<file path="src/rtl/bcd_display_pkg.sv">
// Shared segment constants and the nibble-to-segment mapping for the two-digit scanner.
// All segment patterns are active-low {g,f,e,d,c,b,a}.
package bcd_display_pkg;

   localparam logic [6:0] SEG_0    = 7'b1000000;
   localparam logic [6:0] SEG_1    = 7'b1111001;
   localparam logic [6:0] SEG_2    = 7'b0100100;
   localparam logic [6:0] SEG_3    = 7'b0110000;
   localparam logic [6:0] SEG_4    = 7'b0011001;
   localparam logic [6:0] SEG_5    = 7'b0010010;
   localparam logic [6:0] SEG_6    = 7'b0000010;
   localparam logic [6:0] SEG_7    = 7'b1111000;
   localparam logic [6:0] SEG_8    = 7'b0000000;
   localparam logic [6:0] SEG_9    = 7'b0010000;
   localparam logic [6:0] SEG_DASH = 7'b0111111;
   localparam logic [6:0] SEG_OFF  = 7'h7F;

   localparam logic [1:0] AN_OFF   = 2'b11;
   localparam logic [1:0] AN_ONES  = 2'b10;
   localparam logic [1:0] AN_TENS  = 2'b01;

   // Non-BCD nibbles render as a dash so corrupted counts are visible.
   function automatic logic [6:0] seg_decode(input logic [3:0] nibble);
      logic [6:0] seg;
      seg = SEG_DASH;
      case (nibble)
         4'd0:    seg = SEG_0;
         4'd1:    seg = SEG_1;
         4'd2:    seg = SEG_2;
         4'd3:    seg = SEG_3;
         4'd4:    seg = SEG_4;
         4'd5:    seg = SEG_5;
         4'd6:    seg = SEG_6;
         4'd7:    seg = SEG_7;
         4'd8:    seg = SEG_8;
         4'd9:    seg = SEG_9;
         default: seg = SEG_DASH;
      endcase
      return seg;
   endfunction

endpackage

</file>
<file path="src/rtl/bcd_to_seg7.sv">
// Combinational BCD nibble to active-low 7-segment decoder.
module bcd_to_seg7
   import bcd_display_pkg::*;
(
   input  logic [3:0] nibble,
   output logic [6:0] seg
);

   always_comb begin
      seg = seg_decode(nibble);
   end

endmodule

</file>
<file path="src/rtl/bcd_display_scan.sv">
// Two-digit multiplexed 7-segment driver with a frame-synchronous shadow latch,
// so a count change never shows half-old / half-new digits within one scan.
module bcd_display_scan
   import bcd_display_pkg::*;
#(
   parameter int SCAN_DIV      = 4,
   parameter bit BLANK_LEADING = 1'b1
)(
   input  logic       clk,
   input  logic       reset,
   input  logic [7:0] count,
   input  logic       en,
   output logic [6:0] seg,
   output logic [1:0] an,
   output logic       frame
);

   localparam int DIV_W = (SCAN_DIV > 1) ? $clog2(SCAN_DIV) : 1;
   localparam logic [DIV_W-1:0] DIV_LAST = DIV_W'(SCAN_DIV - 1);

   logic [DIV_W-1:0] div_cnt_reg, div_cnt_next;
   logic             sel_reg, sel_next;
   logic [7:0]       shadow_reg, shadow_next;
   logic             slot_last;
   logic [3:0]       nibble;
   logic [6:0]       digit_seg;
   logic             tens_blank;

   always_ff @(posedge clk) begin
      if (reset) begin
         div_cnt_reg <= '0;
         sel_reg     <= 1'b0;
         shadow_reg  <= 8'h00;
      end else begin
         div_cnt_reg <= div_cnt_next;
         sel_reg     <= sel_next;
         shadow_reg  <= shadow_next;
      end
   end

   always_comb begin
      slot_last    = (div_cnt_reg == DIV_LAST);
      frame        = slot_last & sel_reg;
      div_cnt_next = slot_last ? '0 : div_cnt_reg + 1'b1;
      sel_next     = slot_last ? ~sel_reg : sel_reg;
      shadow_next  = frame ? count : shadow_reg;
   end

   // Single decoder shared by both slots; the nibble mux follows sel.
   assign nibble = sel_reg ? shadow_reg[7:4] : shadow_reg[3:0];

   bcd_to_seg7 u_dec (
      .nibble (nibble),
      .seg    (digit_seg)
   );

   always_comb begin
      tens_blank = BLANK_LEADING && sel_reg && (shadow_reg[7:4] == 4'd0);
      an         = AN_OFF;
      seg        = SEG_OFF;
      if (en && !tens_blank) begin
         an  = sel_reg ? AN_TENS : AN_ONES;
         seg = digit_seg;
      end
   end

endmodule

</file>
<file path="config.mk">
export PLATFORM = sky130hd
export DESIGN_NAME = bcd_display_scan
export DESIGN_NICKNAME = d
export VERILOG_FILES = /design/src/rtl/bcd_display_pkg.sv /design/src/rtl/bcd_to_seg7.sv /design/src/rtl/bcd_display_scan.sv
export SDC_FILE = /design/constraint.sdc
export NUM_CORES = 1
export LEC_CHECK = 0
export ABC_AREA = 1
export BUFFER_PORTS_ARGS = -buffer_cell sky130_fd_sc_hd__buf_2
export CORE_MARGIN = 2
export CORE_UTILIZATION = 30
export DETAILED_ROUTE_END_ITERATION = 8
export SYNTH_ARGS = -nofsm -noshare
export SYNTH_HDL_FRONTEND = slang
export SYNTH_HIERARCHICAL = 1
export SYNTH_SLANG_ARGS = --single-unit
</file>
<file path="constraint.sdc">
create_clock -name clk -period 2.3 [get_ports clk]
set_input_delay 0.575 -clock clk [delete_from_list [all_inputs] [get_ports clk]]
set_output_delay 0.575 -clock clk [all_outputs]
set_load 0.05 [all_outputs]
</file>
; Word level (Yosys, flattened, before mapping)
; Memories as Yosys holds them, arrays and structs flattened.
; Cells that the tools add are included.
[totals]
ff_bits = 11
rom_bits = 112
in_bits = 11
mem_count = 1
[op_classes]
add_sub_neg = 1
n_eq_ne = 1
n_mux = 4
bitwise = 2
reduce_logical = 5
[memory_table]
columns = name, depth, width, rd, rd_ports_with_merged_regs, wr, line
row1 = (name not given), 16, 7, 1, 0, 0, bcd_display_pkg.sv:26  ; case (nibble)
[op_table]
columns = op, count
row1 = $mux 7, 1
row2 = $logic_not 4->1, 1
row3 = $mux 2, 2
row4 = $mux 4, 1
row5 = $add 2x1->2 const B, 1
row6 = $eq 2x2->1 const B, 1
row7 = $logic_and 1x1->1, 2
row8 = $reduce_or 2->1, 1
row9 = $and 1x1->1, 1
row10 = $logic_not 1->1, 1
row11 = $not 1->1, 1

; Longest topological paths before layout
[logic_depth]
ltp_word = 5
mapped_depth = 12

; Hierarchy
; Netlist, hierarchy kept.
[modules_own_cells]
columns = mod, instances, cells_per_inst, area_per_inst_um2
row1 = bcd_display_scan, 1, 77, 529.3
row2 = bcd_to_seg7, 1, 35, 186.4

; Worst setup path after synthesis
; Ideal clock, no wire load.
[synth_timing]
kind = register to output
startpoint = register sel_reg
endpoint = output port seg[3]
arrival_time_ns = 1.673
required_ns = 1.725
setup_slack_ns = 0.052
stages_incl_launch_ff = 12
n_path_buf = 1
path_cell_list = dfxtp_1 > buf_6 > inv_1 > nand2_1 > nand2_1 > inv_1 > ha_1 > nand2_1 > nand3_1 > nand2_1 > inv_1 > nand3_1
[synth_via]
elab_cells_between_ends = 6
[synth_lines]
columns = item, line
row1 = from (decl), bcd_display_scan.sv:22  ; logic sel_reg, sel_next;
row2 = from (signal assigned), bcd_display_scan.sv:36  ; sel_reg <= sel_next;
row3 = $mux 4, bcd_display_scan.sv:50  ; assign nibble = sel_reg ? shadow_reg[7:4] : shadow_reg[3:0];
row4 = named net nibble[1], bcd_display_scan.sv:25  ; logic [3:0] nibble;
row5 = $mem_v2 16x7, -
row6 = named net digit_seg[3], bcd_display_scan.sv:26  ; logic [6:0] digit_seg;
row7 = $mux 7, bcd_display_scan.sv:61  ; if (en && !tens_blank) begin
row8 = to (decl), bcd_display_scan.sv:13  ; output logic [6:0] seg,
; The timed path passes the listed nets, and every way through them passes these cells.

; Final worst setup path
[layout_timing]
startpoint = register sel_reg
endpoint = output port seg[0]
; Same word-level chain as after synthesis.

==> metrics.cfg <==
[die]
die_area_mm2=0.00279
initial_utilization_pct=32.0
rows=17
die_h_um=52.8
io_pins=21
die_w_um=52.8
core_area_mm2=0.00223

[power]
ir_drop_v=0.000258
p_int_mw=0.307
p_switching_mw=0.139
power_mw=0.446
powerDensity_mw_per_mm2=456
power_frac_comb_pct=26.7
leakage_nw=0.496
pwr-share-seq_pct=45.2
sw_frac_of_total_pct=31.2
power.share.clock_pct=28.1

[timing]
min_period_ps=2220
fmax_mhz=450
rsz0062_at_grt=true
hold_viol_final=0
worst_pin_slew_ps=248
timing.final.crit_share_pct=96.7
slew-limit-headroom_pct=83.6
maxSlewViolCount=0
setup_viol=0
clock_skew_ps=1.67

[global_routing]
grt_usage_pct=12.5
grt_pass1_vias=630
grt_pass1_wl_mm=2.57
antenna_found_initial=0
grt_max_degree=11
grt_overflow=0

[clock_network]
worstSkewPairLatency_ps=260
numCtsBuffers=3
h-tree-depth=1
cts_buffer_depth=2
cts_root_buf=clkbuf_4
clk_pin_slew_worst_paths_ps=60
cts.sinks=11
cts_tree=yes
hold_buffers=0

[synthesis]
yosysWarnings=6
avgSynthCellArea_um2=6.39
yosysUniqueCellTypes=16
ys_seq_area_share_pct=30.8
synth_area_um2=716
ys_seq_elements=11
syn_nets=129
syn_inst=112

[setup_path]
cp_top_family=simple AND/OR/NAND/NOR gates
path_buf_inv=5
critical_path_arrival_ps=1650
path_cells=inv_2 > nand2_1 > nand2_2 > inv_4 > ha_1 > inv_1 > nand2_2 > nand3_2 > nand2_1 > inv_1 > nand3_1 > buf_6
crit_fanout=4
cp_slowest_stage_delay_ps=340
crit_type=reg2out
worst_ep_required_time_ps=1730
cp-end-kind=output pin
cp-start-kind=flip-flop
critical_path.slowest_cell=dfxtp_2

[drt]
antenna_left=0
wirelength_mm=1.56
dr_total_vias=762
post-route-drc-count=0
drtPass1Iterations=4
routed_via_density=4.59
drt-wirelength-per-cell_um=9.41
dr.first_iter.drc_count=13

[placed_design]
place_congestion=0.737
dp_hpwl_mm=1.18
numPortBuffers=20

[layout]
drive_gt1_share_pct=32.6
diodes=0
finalNetCount=156
largest_register_ffs=8
final_util_pct=43.8
area_delta_synth_final_pct=36.7

[worst_hold_path]
min_path_type=reg2reg

[job]
maxCapViolations=0

[status]
status=complete, no violations

-- final cells by class --
class / count / area, um2
Clock buffer: 4 / 26.3
Fill cell: 236 / 1250
Inverter: 17 / 73.8
Multi-Input combinational cell: 82 / 459
Sequential cell: 11 / 221
Tap cell: 28 / 35.0
Timing Repair Buffer: 24 / 163
-- stage by stage --
stage / hold WS (ps) / setup TNS (ps) / instance area (um2) / instances / setup slack, ps
finish: 425 / 0 / 978 / 166 / 76.9
global route: 454 / -95.2 / 978 / 166 / -45.4
detailed placement: 420 / 0 / 843 / 159 / 100
global placement: 418 / 0 / 843 / 159 / 161
floorplan: 400 / 0 / 716 / 112 / 52.4
CTS: 430 / 0 / 890 / 163 / 12.9
-- timing repair --
action                     in CTS  in global routing
setup endpoints to repair       6                  7
pin swaps                       0                  3
resized for setup              11                 19
buffers inserted                0                  3
-- power groups by stage --
stage,registers [mW],clock network (mW),logic [mW]
floorplan,0.204,0,0.0797
global route,0.202,0.140,0.130
CTS,0.202,0.133,0.109
finish,0.202,0.126,0.119
detailed placement,0.206,0,0.103
global placement,0.205,0,0.102
-- synthesized netlist by cell type --
cell / number / area [um2]
nand2_1: 28 / 105
inv_1: 15 / 56.3
dfxtp_1: 11 / 220
o21ai_0: 9 / 45.0
nor2_1: 21 / 78.8
nor3_1: 1 / 5.00
nor3b_1: 1 / 7.51
ha_1: 6 / 75.1
nand2_4: 1 / 11.3
clkinv_4: 1 / 8.76
nand3_1: 13 / 65.1
buf_6: 1 / 11.3
inv_2: 1 / 3.75
nand3_2: 1 / 10.0
o21ai_2: 1 / 8.76
clkbuf_1: 1 / 3.75
-- cell usage in the layout (no fill, tap or decap), drive strengths merged --
cell type / count
nor2: 21
nand3: 14
clkbuf: 5
nor3b: 1
buf: 23
ha: 6
nor3: 1
inv: 16
nand2: 29
dfxtp: 11
clkinv: 1
o21ai: 10
-- logic make-up after synthesis --
logic type / synth area share (%)
buffers and inverters: 11.7
adder cells (fa/ha/maj): 10.5
AO/OA/AOI/OAI: 7.52
flip-flops: 30.8
AND/OR/NAND/NOR: 39.5
-- worst paths after layout --
path | startpoint | endpoint | slack (ps) | depth (start not counted)
setup / recovery | sel_reg$_SDFFE_PP0N_ | seg[0] | 80 | 12
hold / removal | div_cnt_reg[0]$_SDFF_PP0_ | div_cnt_reg[0]$_SDFF_PP0_ | 430 | 1
setup reg to reg | div_cnt_reg[0]$_SDFF_PP0_ | shadow_reg[0]$_SDFFE_PP0P_ | 1240 | 4
hold reg to reg | div_cnt_reg[0]$_SDFF_PP0_ | div_cnt_reg[0]$_SDFF_PP0_ | 430 | 1
-- metal layers --
layer	GRT usage, %	wire, um
met5	0	0
met2	20.8	787
met4	6.41	6
met1	15.4	693
met3	1.71	74
No activity file was read; power rests on OpenSTA's default activity.
